$ cat src/rtl/pc_pkg.sv
// Shared types for the program-counter unit: cause encoding and FSM states.
package pc_pkg;

    // Event source codes reported in cause.src.
    localparam logic [3:0] SRC_NONE   = 4'd0;
    localparam logic [3:0] SRC_EXC    = 4'd1;
    localparam logic [3:0] SRC_IRQ    = 4'd2;
    localparam logic [3:0] SRC_DOUBLE = 4'd3;

    typedef struct packed {
        logic [3:0] src;
        logic [3:0] idx;
    } cause_t;

    localparam cause_t CAUSE_NONE = '{src: SRC_NONE, idx: 4'd0};

    typedef enum logic [0:0] {
        RUN     = 1'b0,
        HANDLER = 1'b1
    } pc_state_t;

    // Build a cause word from a source code and line index.
    function automatic cause_t mk_cause(input logic [3:0] src, input logic [3:0] idx);
        cause_t c;
        c.src = src;
        c.idx = idx;
        return c;
    endfunction

endpackage

$ cat src/rtl/irq_prio_enc.sv
// Fixed-priority interrupt encoder: bit 0 is the highest priority line.
// Produces a valid flag, the winning line index and its one-hot mask.
module irq_prio_enc #(
    parameter int N_IRQ = 4
) (
    input  logic [N_IRQ-1:0] irq_i,
    output logic             valid_o,
    output logic [3:0]       idx_o,
    output logic [N_IRQ-1:0] onehot_o
);

    // Scan from the lowest-priority line down so the lowest set bit wins.
    always_comb begin
        valid_o  = 1'b0;
        idx_o    = 4'd0;
        onehot_o = '0;
        for (int i = N_IRQ - 1; i >= 0; i--) begin
            if (irq_i[i]) begin
                valid_o  = 1'b1;
                idx_o    = 4'(i);
                onehot_o = '0;
                onehot_o[i] = 1'b1;
            end
        end
    end

endmodule

$ cat src/rtl/pc_ctrl.sv
// Program-counter unit: holds the fetch address and steers it between the
// sequential/branch target, exception/interrupt vectors and handler return.
// Optional build macro PC_VECTORED_IRQ_EN: each IRQ line gets its own entry
// at IRQ_VEC + 4*idx; otherwise all lines share IRQ_VEC.
module pc_ctrl
    import pc_pkg::*;
#(
    parameter int           W         = 32,
    parameter int           N_IRQ     = 4,
    parameter logic [W-1:0] RESET_VEC = W'(32'h8000_0000),
    parameter logic [W-1:0] EXC_VEC   = W'(32'h8000_0004),
    parameter logic [W-1:0] IRQ_VEC   = W'(32'h8000_0008)
) (
    input  logic             clk,
    input  logic             reset,
    input  logic             stall,
    input  logic [W-1:0]     pcin,
    input  logic             exception,
    input  logic [N_IRQ-1:0] irq,
    input  logic             eret,
    output logic [W-1:0]     ia,
    output logic [W-1:0]     epc,
    output cause_t           cause,
    output logic             in_handler,
    output logic [N_IRQ-1:0] irq_ack
);

    localparam logic [0:0] ST_RUN     = 1'(RUN);
    localparam logic [0:0] ST_HANDLER = 1'(HANDLER);

    logic [0:0]       state_q, state_d;
    logic [W-1:0]     ia_q, ia_d;
    logic [W-1:0]     epc_q, epc_d;
    cause_t           cause_q, cause_d;
    logic [N_IRQ-1:0] ack_q, ack_d;
    logic [W-1:0]     nxt_pc;
    logic [W-1:0]     irq_vec;

    logic             irq_vld;
    logic [3:0]       irq_idx;
    logic [N_IRQ-1:0] irq_oh;

    irq_prio_enc #(.N_IRQ(N_IRQ)) u_prio (
        .irq_i    (irq),
        .valid_o  (irq_vld),
        .idx_o    (irq_idx),
        .onehot_o (irq_oh)
    );

`ifdef PC_VECTORED_IRQ_EN
    // Per-line entry points; the add wraps naturally at W bits.
    assign irq_vec = IRQ_VEC + (W'(irq_idx) << 2);
`else
    // Single shared entry; the handler decodes cause.idx.
    assign irq_vec = IRQ_VEC;
`endif

    // Prioritised next-PC selection and event capture.
    always_comb begin
        state_d = state_q;
        nxt_pc  = ia_q;
        epc_d   = epc_q;
        cause_d = cause_q;
        ack_d   = '0;
        if (exception) begin
            nxt_pc  = EXC_VEC;
            state_d = ST_HANDLER;
            if (state_q == ST_HANDLER) begin
                // Fault inside a handler keeps the original return address.
                cause_d = mk_cause(SRC_DOUBLE, 4'd0);
            end else begin
                epc_d   = ia_q;
                cause_d = mk_cause(SRC_EXC, 4'd0);
            end
        end else if (irq_vld && state_q == ST_RUN) begin
            nxt_pc  = irq_vec;
            epc_d   = {pcin[W-1:2], 2'b00};
            cause_d = mk_cause(SRC_IRQ, irq_idx);
            ack_d   = irq_oh;
            state_d = ST_HANDLER;
        end else if (eret && state_q == ST_HANDLER) begin
            nxt_pc  = epc_q;
            state_d = ST_RUN;
        end else if (!stall) begin
            nxt_pc  = pcin;
        end
        ia_d = {nxt_pc[W-1:2], 2'b00};
    end

    logic unused_lsb;
    assign unused_lsb = ^nxt_pc[1:0];

    // State registers with asynchronous clear.
    always_ff @(posedge clk or posedge reset) begin
        if (reset) begin
            state_q <= ST_RUN;
            ia_q    <= RESET_VEC;
            epc_q   <= '0;
            cause_q <= CAUSE_NONE;
            ack_q   <= '0;
        end else begin
            state_q <= state_d;
            ia_q    <= ia_d;
            epc_q   <= epc_d;
            cause_q <= cause_d;
            ack_q   <= ack_d;
        end
    end

    assign ia         = ia_q;
    assign epc        = epc_q;
    assign cause      = cause_q;
    assign in_handler = (state_q == ST_HANDLER);
    assign irq_ack    = ack_q;

endmodule

$ cat config.mk
export PLATFORM = sky130hd
export DESIGN_NAME = pc_ctrl
export DESIGN_NICKNAME = d
export VERILOG_FILES = /design/src/rtl/pc_pkg.sv /design/src/rtl/irq_prio_enc.sv /design/src/rtl/pc_ctrl.sv
export SDC_FILE = /design/constraint.sdc
export NUM_CORES = 1
export LEC_CHECK = 0
export CORE_MARGIN = 4
export CORE_UTILIZATION = 41
export DETAILED_ROUTE_END_ITERATION = 12
export MAX_ROUTING_LAYER = met4
export PLACE_DENSITY = 0.77
export SETUP_SLACK_MARGIN = 0.15
export SYNTH_ARGS = -nofsm -noshare
export SYNTH_HDL_FRONTEND = slang
export SYNTH_SLANG_ARGS = --single-unit
$ cat constraint.sdc
create_clock -name clk -period 2.3 [get_ports clk]
set_clock_uncertainty 0.1 [all_clocks]
set_input_delay 0.46 -clock clk [delete_from_list [all_inputs] [get_ports clk]]
set_output_delay 0.46 -clock clk [all_outputs]
set_load 0.03 [all_outputs]
==> impl_metrics.tcl <==
set metrics [dict create \
    status "finished clean" \
    path_class "register to output pin" \
    rows 32 \
    crit_buf_inv 1 \
    cap_violations 0 \
    die_area_um2 9830 \
    seq_area_um2 1730 \
    cts_sinks 69 \
    arrival_ns 1.42 \
    drtPass1Iterations 4 \
    grt_pass1_vias 2630 \
    grtUsageMet1 0.208 \
    grt_pass1_wl_um 13100 \
    crit_cells 1 \
    io_buffers 107 \
    grt_use_total 0.172 \
    grt_max_degree 70 \
    setup_viol_count_final 0 \
    drt_wl_total_um 8030 \
    synth.area.top_cells "dfrtp_1, mux2_2, mux2i_1" \
    fillCellCount 659 \
    critical_path.top_delay_family "buffers and inverters" \
    path_clk_slew_ns 0.08 \
    syn-cell-area_um2 3410 \
    power.density_nw_per_um2 790 \
    drt_iter0_drc 68 \
    r2r_cells 4 \
    hpwl_um 5570 \
    cts_tree "yes" \
    cts_buffers 9 \
    crit_chain "clkdlybuf4s50_1" \
    yosysTopAreaCell "dfrtp_1" \
    fin_nets 427 \
    met2_usage 0.280 \
    coreArea_um2 7890 \
    design_area_um2 4810 \
    placed_cell_area_um2 4630 \
    post-cts-setup-buffers 0 \
    peakVddDrop_mv 0.427 \
    die_y_um 99.2 \
    worstPathRequired_ns 1.74 \
    antenna_found_initial 0 \
    yosys_warnings 0 \
    drive_gt1_frac 0.251 \
    initial_core_util 0.432 \
    crit_slowest_cell "clkdlybuf4s50_1" \
    viasPerCell 5.26 \
    fin_tns_setup_ns 0 \
    gp_congestion 0.727 \
    hold_depth 1 \
    synth.avg_cell_area_um2 12.3 \
    clock_latency_ns 0.34 \
    period_needed_ns 1.98 \
    p_leak_nw 2.09 \
    wl_per_cell_um 16.3 \
    yosysSeqAreaShare 0.507 \
    top_usage_layer "met2" \
    cp-end-kind "output pin" \
    min_path_type "register to register" \
    antenna_left 0 \
    setup.worst_path.start_class "register" \
    htreeDepth 3 \
    drv_slew 0 \
    postSynthCellCount 277 \
    rsz0062_at_grt "no" \
    synth.distinct_cells 30 \
    route.detailed.drc 0 \
    fin_hold_ws_ns 0.390 \
    finalHoldViolations 0 \
    multi_input_area_um2 1530 \
    gr-total-overflow 0 \
    vias 2593 \
    cpPeakStageDelay_ns 0.69 \
    io_pins 118 \
    max_freq_mhz 506 \
    syn_to_final_growth_pct 41.1 \
    synth_top_area_share 0.499 \
    use_met3 0.0470 \
    clk_path_buf_depth 2 \
    die_w_um 99.2 \
    crit_path_max_fanout 3 \
    diodes 0 \
    cts_root_buf "clkbuf_8" \
    ys_ff_latch 69 \
    fin_crit_sh 0.859 \
]
## timing repair
action	4_1_cts	5_1_grt
hold buffers	0	0
setup endpoints to repair	0	1
resized for setup	0	1
## power by group
part / leakage [nW] / switching [mW] / internal [mW]
combinational: 1.13 / 0.728 / 0.638
sequential: 0.876 / 0.144 / 1.41
clock: 0.0815 / 0.464 / 0.421
## path summary, 6_finish.rpt
kind	from	endpoint	slack (ns)
worst max-delay path	epc[20]	epc[20]	0.32
worst min-delay path	cause[4]	cause[4]	0.39
worst max register to register	in_handler	epc[17]	0.78
worst min register to register	cause[4]	cause[4]	0.39
max in group asynchronous	reset	ia[31]	1.33
min in group asynchronous	reset	irq_ack[1]	0.46
## registers in the layout, indices dropped and copies added, names as in the netlist
register and cells:
in_handler 1, epc 30, cause 4, irq_ack 4, ia 30
## cell families (layout without fill, tap and decap cells)
family                 count (synthesis)  in the layout  synth area share
other                                  1              8           0.00110
AO/OA/AOI/OAI                         41             41            0.0933
multiplexers                          89             89             0.284
AND/OR/NAND/NOR                       43             43            0.0591
buffers and inverters                 34            141            0.0558
flip-flops                            69             69             0.507
## layout by cell type, fill, tap and decap left out, drive strengths merged, types with 4 or more instances in the layout
master,synthesis,layout
a211oi,27,27
buf,19,15
clkbuf,10,11
clkdlybuf4s50,0,104
clkinvlp,0,4
conb,1,8
dfrtp,68,68
inv,5,4
mux2,60,60
mux2i,29,29
nor2,33,33
## cells in the mapped netlist
master,n
and2_1,1
o221ai_1,1
conb_1,1
o21a_1,2
o221a_2,2
buf_2,8
a211o_1,1
dfstp_2,1
o21bai_1,2
a2bb2oi_1,1
a21oi_2,1
nor4b_1,1
buf_6,3
nor2_1,33
dfrtp_1,68
mux2i_1,29
mux2_2,60
a221oi_1,1
o21ai_1,1
nand2_1,1
o2111ai_1,1
buf_4,8
a211oi_1,27
nor4_4,1
clkbuf_1,10
nand2b_1,1
and3_1,2
o21ai_0,1
nor2b_1,3
inv_1,5
## metal layers
| metal | vias up | wire length [um] |
|---|---|---|
| li1 | 1205 | - |
| met1 | 1290 | 3400 |
| met2 | 87 | 4010 |
| met3 | 11 | 545 |
| met4 | 0 | 87 |
| met5 | - | 0 |
## cell type report
class / instances / area share
sequential: 69 / 0.359
timing repair buffer: 120 / 0.254
clock buffer: 11 / 0.0294
multi-input combinational: 181 / 0.318
tap: 102 / 0.0265
inverter: 5 / 0.00468
clock inverter: 5 / 0.00755
## through the flow
step / power, mW / std cells / utilization / worst slack [ns]
after floorplan: 2.36 / 284 / - / 0.630
after global placement: 2.93 / 477 / 0.587 / 0.101
after detailed placement: 2.95 / 477 / 0.587 / 0.0923
after CTS: 3.85 / 493 / 0.609 / 0.159
after global routing: 4.00 / 493 / 0.610 / 0.265
final: 3.80 / 493 / 0.610 / 0.324
No activity file was read; power rests on OpenSTA's default activity.
